File: src/rtl/led8_ctrl_if.sv
// Command channel for the LED ring sequencer.
// The host drives the opcode and operand under a valid/ready handshake.
interface led8_ctrl_if #(
  parameter int DIV_WIDTH = 24
) ();

  logic                 cmd_valid;
  logic                 cmd_ready;
  logic [2:0]           cmd_op;
  logic [DIV_WIDTH-1:0] cmd_data;

  modport master (
    output cmd_valid,
    output cmd_op,
    output cmd_data,
    input  cmd_ready
  );

  modport slave (
    input  cmd_valid,
    input  cmd_op,
    input  cmd_data,
    output cmd_ready
  );

endinterface

File: src/rtl/led8_ctrl.sv
// 8-LED ring sequencer: rotate/bounce/step modes paced by a programmable
// rate divider, commanded over a valid/ready channel.
module led8_ctrl #(
  parameter int                   DIV_WIDTH   = 24,
  parameter logic [DIV_WIDTH-1:0] DEFAULT_DIV = DIV_WIDTH'(1000),
  parameter logic [7:0]           PAT_INIT    = 8'b0000_0001
) (
  input  logic        clock,
  input  logic        reset,
  led8_ctrl_if.slave  cmd,
  output logic [7:0]  diode,
  output logic        busy,
  output logic        step_pulse
);

  typedef enum logic [2:0] {
    OP_NOP       = 3'd0,
    OP_LOAD      = 3'd1,
    OP_SET_DIV   = 3'd2,
    OP_RUN_LEFT  = 3'd3,
    OP_RUN_RIGHT = 3'd4,
    OP_BOUNCE    = 3'd5,
    OP_STOP      = 3'd6,
    OP_STEP      = 3'd7
  } op_e;

  typedef enum logic [2:0] {
    ST_STOPPED = 3'd0,
    ST_RUN_L   = 3'd1,
    ST_RUN_R   = 3'd2,
    ST_BNC_L   = 3'd3,
    ST_BNC_R   = 3'd4
  } state_e;

  state_e               state_q, state_d;
  logic [7:0]           diode_q, diode_d;
  logic [DIV_WIDTH-1:0] div_q,   div_d;
  logic [DIV_WIDTH-1:0] cnt_q,   cnt_d;
  logic                 ready_q, ready_d;
  logic                 busy_q,  busy_d;
  logic                 pulse_q, pulse_d;

  logic                 accept;
  op_e                  op;
  logic                 running;
  logic [DIV_WIDTH-1:0] eff_div;
  logic                 tick;
  logic [7:0]           rot_l;
  logic [7:0]           rot_r;
  logic                 shift;

  assign accept  = cmd.cmd_valid & ready_q;
  assign op      = op_e'(cmd.cmd_op);
  assign running = (state_q != ST_STOPPED);

  // A zero divider would never match count-1, so it is paced like a divider of 1.
  assign eff_div = (div_q == '0) ? DIV_WIDTH'(1) : div_q;
  assign tick    = running && (cnt_q == eff_div - DIV_WIDTH'(1));

  assign rot_l = {diode_q[6:0], diode_q[7]};
  assign rot_r = {diode_q[0], diode_q[7:1]};

  // NOTE: every always_comb output gets a default first so no path infers a latch.
  always_comb begin
    state_d = state_q;
    diode_d = diode_q;
    div_d   = div_q;
    cnt_d   = cnt_q;
    shift   = 1'b0;

    if (running) begin
      cnt_d = tick ? '0 : cnt_q + DIV_WIDTH'(1);
    end

    if (accept) begin
      // An accepted command owns this edge; a coincident tick does not shift.
      if (op != OP_NOP) begin
        cnt_d = '0;
      end
      unique case (op)
        OP_LOAD:      diode_d = cmd.cmd_data[7:0];
        OP_SET_DIV:   div_d   = cmd.cmd_data;
        OP_RUN_LEFT:  state_d = ST_RUN_L;
        OP_RUN_RIGHT: state_d = ST_RUN_R;
        OP_BOUNCE:    state_d = ST_BNC_L;
        OP_STOP:      state_d = ST_STOPPED;
        OP_STEP: begin
          if (!running) begin
            diode_d = rot_l;
            shift   = 1'b1;
          end
        end
        default: ;
      endcase
    end else if (tick) begin
      shift = 1'b1;
      unique case (state_q)
        ST_RUN_L: diode_d = rot_l;
        ST_RUN_R: diode_d = rot_r;
        ST_BNC_L: begin
          if (diode_q[7]) begin
            state_d = ST_BNC_R;
            diode_d = rot_r;
          end else begin
            diode_d = rot_l;
          end
        end
        ST_BNC_R: begin
          if (diode_q[0]) begin
            state_d = ST_BNC_L;
            diode_d = rot_l;
          end else begin
            diode_d = rot_r;
          end
        end
        default: shift = 1'b0;
      endcase
    end

    ready_d = ~accept;
    busy_d  = (state_d != ST_STOPPED);
    pulse_d = shift;
  end

  // NOTE: sequential state uses non-blocking assignments so every register
  // samples the pre-edge values regardless of statement order.
  always_ff @(posedge clock or posedge reset) begin
    if (reset) begin
      state_q <= ST_STOPPED;
      diode_q <= PAT_INIT;
      div_q   <= DEFAULT_DIV;
      cnt_q   <= '0;
      ready_q <= 1'b1;
      busy_q  <= 1'b0;
      pulse_q <= 1'b0;
    end else begin
      state_q <= state_d;
      diode_q <= diode_d;
      div_q   <= div_d;
      cnt_q   <= cnt_d;
      ready_q <= ready_d;
      busy_q  <= busy_d;
      pulse_q <= pulse_d;
    end
  end

  assign cmd.cmd_ready = ready_q;
  assign diode         = diode_q;
  assign busy          = busy_q;
  assign step_pulse    = pulse_q;

  a_ready_gap : assert property (@(posedge clock) disable iff (reset)
    accept |=> !ready_q);

  a_busy_state : assert property (@(posedge clock) disable iff (reset)
    busy_q == (state_q != ST_STOPPED));

endmodule

File: src/flat_wrapper.sv
// flat-port wrapper written by rule: the top's interface ports become plain ports
module led8_ctrl_flat 
#(
  parameter int                   DIV_WIDTH   = 24,
  parameter logic [DIV_WIDTH-1:0] DEFAULT_DIV = DIV_WIDTH'(1000),
  parameter logic [7:0]           PAT_INIT    = 8'b0000_0001
)
  (clock, reset, diode, busy, step_pulse, cmd_cmd_valid, cmd_cmd_op, cmd_cmd_data, cmd_cmd_ready);
  led8_ctrl_if #(.DIV_WIDTH(DIV_WIDTH)) cmd_i ();
  input  logic clock;
  input  logic reset;
  output logic [7:0] diode;
  output logic busy;
  output logic step_pulse;
  input wire logic [$bits(cmd_i.cmd_valid)-1:0] cmd_cmd_valid;
  input wire logic [$bits(cmd_i.cmd_op)-1:0] cmd_cmd_op;
  input wire logic [$bits(cmd_i.cmd_data)-1:0] cmd_cmd_data;
  output wire logic [$bits(cmd_i.cmd_ready)-1:0] cmd_cmd_ready;
  assign cmd_i.cmd_valid = cmd_cmd_valid;
  assign cmd_i.cmd_op = cmd_cmd_op;
  assign cmd_i.cmd_data = cmd_cmd_data;
  assign cmd_cmd_ready = cmd_i.cmd_ready;
  led8_ctrl #(.DIV_WIDTH(DIV_WIDTH), .DEFAULT_DIV(DEFAULT_DIV), .PAT_INIT(PAT_INIT)) u_core (.clock(clock), .reset(reset), .cmd(cmd_i), .diode(diode), .busy(busy), .step_pulse(step_pulse));
endmodule
File: config.mk
export PLATFORM = sky130hd
export DESIGN_NAME = led8_ctrl_flat
export DESIGN_NICKNAME = d
export VERILOG_FILES = /design/src/rtl/led8_ctrl_if.sv /design/src/rtl/led8_ctrl.sv /design/src/flat_wrapper.sv
export SDC_FILE = /design/constraint.sdc
export NUM_CORES = 1
export LEC_CHECK = 0
export CORE_ASPECT_RATIO = 2
export CORE_MARGIN = 1
export CORE_UTILIZATION = 25
export CTS_CLUSTER_DIAMETER = 40
export CTS_CLUSTER_SIZE = 30
export DETAILED_ROUTE_END_ITERATION = 6
export PLACE_DENSITY = 0.51
export SYNTH_ARGS = -nofsm -noshare
export SYNTH_HDL_FRONTEND = slang
export SYNTH_SLANG_ARGS = --single-unit
File: constraint.sdc
create_clock -name clock -period 4.5 [get_ports clock]
set_input_delay 0.9 -clock clock [delete_from_list [all_inputs] [get_ports clock]]
set_output_delay 0.9 -clock clock [all_outputs]
set_load 0.005 [all_outputs]
==> summary by stage <==
Worst setup path
Following the worst setup path forward leads to its endpoint at u_core.diode[2]$_DFFE_PP0P_. The number of cells on the worst reg-to-reg path is 15. The worst register-to-register path begins at u_core.div_q[18]$_DFFE_PP0P_. The maximum fanout along the worst path is 8.

Across all register-to-register paths, the minimum setup slack is 0.34 ns. The category of the worst setup path capture point is a register. The critical path class is register to register.

At the worst endpoint, the required time is 4.72 ns. In this run the critical register-to-register path is captured at u_core.diode[2]$_DFFE_PP0P_. The type of origin of the critical path is a register. The worst path arrival time is 4.38 ns. The critical path starts at u_core.div_q[18]$_DFFE_PP0P_.

Timing
Setup violations remaining at the end of the flow were counted as 0. The worst slew slack as a fraction of its limit is 49.0%. For the final database, setup skew stands at 0.00872 ns. The peak clock frequency supported by timing is 0.240 GHz. Setup repair after global routing left no endpoint under its margin. The post-route clock period utilization is 92.5%. Setup slack closes at 0.337 ns.

The number of pins with negative max-slew slack in the final report is 0. For the finished layout, the period the worst path requires is 4.16 ns. The final-layout setup total negative slack is 0 ns.

For the pin with the worst max-slew slack, the measured transition is 0.763 ns. The final hold violation count is 0.

Drt
The number of DRC violations after detailed-routing iteration 0 is 189. The remaining number of nets flagged by the antenna check after routing is 0. The pre-antenna-repair detailed-routing pass consisted of 4 iterations.

After detailed routing, the average wire length per cell comes to 17.3 um. In the routed layout, each cell is associated on average with a via count of 5.08. Detailed routing inserted a total of 3650 vias. The final layout contains routed wiring with a total length of 12500 um. The count of unresolved DRC violations after routing is 0.

Floorplan
The floorplan core area is between 15000 and 20000 um2. Measured along the y axis, the die boundary spans 186 um. The initial standard-cell utilization of the core is 25.8%. The floorplan step set the die width to 93.9 um. The number of rows created at floorplan is 66.

The floorplan step defined a die boundary enclosing 17400 um2. 41 I/O pins were placed.

Pwr
The leakage power is around 2.1 nW. The highest ir drop seen on vdd is 205 uV. After layout, the design draws a total of 2.25 mW. For this design the ratio of total power to cell area is 435 nW/um2.

Placement
The count of input and output buffers is 40. Before CTS, the worst setup slack after placement is 0.375 ns. The HPWL after detailed placement is about 10000 um.

The placer congestion estimate is 0.899.

Synth
The Yosys step of the flow raised 0 warnings. Among all flip-flop cells after synthesis, the most frequent one is sky130_fd_sc_hd__dfrtp_1. After synthesis the cells add up to 4220 um2. Summed over all instances, the cell type with the most area after synthesis is sky130_fd_sc_hd__dfrtp_1. The proportion of register bits with asynchronous set or reset after synthesis is 100%.

Yosys attributes the largest share of cell area to sky130_fd_sc_hd__dfrtp_1 (32%), sky130_fd_sc_hd__mux2_2 (7.2%), sky130_fd_sc_hd__nor2_1 (5.6%). The synthesized design contains 62 register bits. The synthesized net count is 498. The average instance area after synthesis is 9.06 um2. The count of flip-flops with a built-in enable after synthesis is 0. The share of synthesized area in the top cell type comes to 32.0%. Synthesis produced 466 cells. Of the synthesized area, sequential elements account for between 30 and 40%.

The netlist uses 67 different library cells.

Final layout
Counting the fill cells in the layout gives around 1700. The fraction of layout instances using a drive strength above 1 is 17.9%. Relative to the synthesized area, the layout overhead comes to 22.7%.

The top cell types in the final layout, fill and taps aside, are sky130_fd_sc_hd__nor2_1 (63), sky130_fd_sc_hd__dfrtp_1 (54), sky130_fd_sc_hd__nand2_1 (41). The net count reported at finish is between 500 and 600. The repair_antennas step left the layout with diodes totalling 0.

The library cell used most frequently in the layout, excluding fill and tap cells, is sky130_fd_sc_hd__nor2_1.

Clocking
The H-tree generated during clock tree synthesis spans 3 levels. The number of buffers inserted to repair setup after CTS is 0. The quantity of hold-fixing buffers added after cts is 0. The clock slew seen by the registers of the worst setup and hold paths is 0.06 ns. The longest clock path from root to sink contains 2 buffers. In this run, CTS created clock tree buffers numbering 9. The total number of clock tree sinks is 62. The clock reaches the later pin of the worst-skew pair after 0.34 ns. The root buffer cell chosen for the clock tree is sky130_fd_sc_hd__clkbuf_16. TritonCTS built the clock tree. Post-CTS repair changed the size of 0 cells.

Global route
The overflow left after global routing is 0. The first global-routing pass estimated 20100 um of wire. Global routing used 15.4% of the available tracks across all layers. Entering global routing, the biggest net connects 36 pins. The number of antenna violations at the first check in global routing was 0. The via count of the first global-routing pass came to 3857.

Status
The flow ran to the end, and the final reports show no timing, DRC or antenna violations.

Job
The number of violations of the max-capacitance limit is 0.

Worst hold path
Counting instances, the worst hold path has a depth of 1. The class of the tightest hold or removal check is register to register.
==> layer usage <==
layer,GRT usage [%],vias up,wire [um]
met3,2.61,42,369
met1,14.9,1762,4410
met2,28.9,98,6950
li1,-,1748,-
met5,0,-,0
met4,10.5,0,716
==> critical path: stages (launching register included) <==
cell and delay (ns):
sky130_fd_sc_hd__dfrtp_1 0.44, sky130_fd_sc_hd__or4_1 0.63, sky130_fd_sc_hd__or2_1 0.32, sky130_fd_sc_hd__nor2_1 0.15
sky130_fd_sc_hd__a21oi_1 0.10, sky130_fd_sc_hd__ha_1 0.31, sky130_fd_sc_hd__xnor2_1 0.14, sky130_fd_sc_hd__a211oi_1 0.18
sky130_fd_sc_hd__nand4_1 0.12, sky130_fd_sc_hd__a211o_1 0.28, sky130_fd_sc_hd__nor4b_1 0.28, sky130_fd_sc_hd__and3b_4 0.27
sky130_fd_sc_hd__nand3_4 0.09, sky130_fd_sc_hd__o31ai_4 0.17, sky130_fd_sc_hd__buf_4 0.24, sky130_fd_sc_hd__mux2_4 0.32
==> cell usage after synthesis, types with 9 or more instances <==
master / number
sky130_fd_sc_hd__and3_1: 9
sky130_fd_sc_hd__dfrtp_1: 54
sky130_fd_sc_hd__a21oi_1: 14
sky130_fd_sc_hd__mux2_4: 9
sky130_fd_sc_hd__inv_1: 12
sky130_fd_sc_hd__xor2_1: 22
sky130_fd_sc_hd__xnor2_1: 27
sky130_fd_sc_hd__o21ai_0: 17
sky130_fd_sc_hd__clkbuf_1: 18
sky130_fd_sc_hd__nor2_1: 63
sky130_fd_sc_hd__mux2_2: 27
sky130_fd_sc_hd__nand3_1: 20
sky130_fd_sc_hd__nor3_1: 14
sky130_fd_sc_hd__nand2_1: 41
sky130_fd_sc_hd__nor4_1: 9
==> cell type report <==
type | count | area, um2 | share of cell area [%]
Multi-Input combinational cell | 370 | 2510 | 48.6
Clock buffer | 11 | 233 | 4.50
Tap cell | 204 | 255 | 4.93
Inverter | 12 | 45.0 | 0.870
Sequential cell | 62 | 1560 | 30.2
Clock inverter | 5 | 50.0 | 0.967
Timing Repair Buffer | 54 | 518 | 10.0
==> flip-flops by register name, summed over array words and instances, names as in the netlist <==
name and flops:
u_core.state_q 3, u_core.step_pulse 1, u_core.diode 8, u_core.cnt_q 24, u_core.div_q 24, u_core.cmd.cmd_ready 1
u_core.busy 1
==> logic make-up after synthesis <==
group           synth area share, %
xor+xnor                       10.2
buf+inv                        3.44
mux                            10.9
fa+ha+maj                     0.593
flops                          37.0
compound gates                 12.7
simple gates                   25.2
==> stage by stage <==
stage                     area (um2)  utilization (%)  instances  hold WS [ns]
after floorplan                 4220                -        466         0.515
after global placement          4890             29.9        702         0.551
after detailed placement        4890             29.9        702         0.544
after CTS                       5180             31.7        718         0.559
after global routing            5180             31.7        718         0.585
final                           5180             31.7        718         0.557
==> worst min-delay path by stage <==
stage,from,endpoint,slack (ns)
6_report,u_core.div_q[23]$_DFFE_PP0P_,u_core.div_q[23]$_DFFE_PP0P_,0.56
5_1_grt,u_core.div_q[1]$_DFFE_PP0P_,u_core.div_q[1]$_DFFE_PP0P_,0.58
4_1_cts,u_core.div_q[23]$_DFFE_PP0P_,u_core.div_q[23]$_DFFE_PP0P_,0.56
3_5_place_dp,u_core.div_q[23]$_DFFE_PP0P_,u_core.div_q[23]$_DFFE_PP0P_,0.54
3_3_place_gp,u_core.div_q[23]$_DFFE_PP0P_,u_core.div_q[23]$_DFFE_PP0P_,0.55
2_1_floorplan,u_core.div_q[23]$_DFFE_PP0P_,u_core.div_q[23]$_DFFE_PP0P_,0.52
==> report_power, final <==
part           switching, mW  leakage [nW]  internal [mW]  total [mW]
Sequential             0.171         0.785          0.678       0.849
Combinational          0.346          1.15          0.385       0.731
Clock                  0.247         0.143          0.424       0.671
Power figures use the tool's default switching activity.
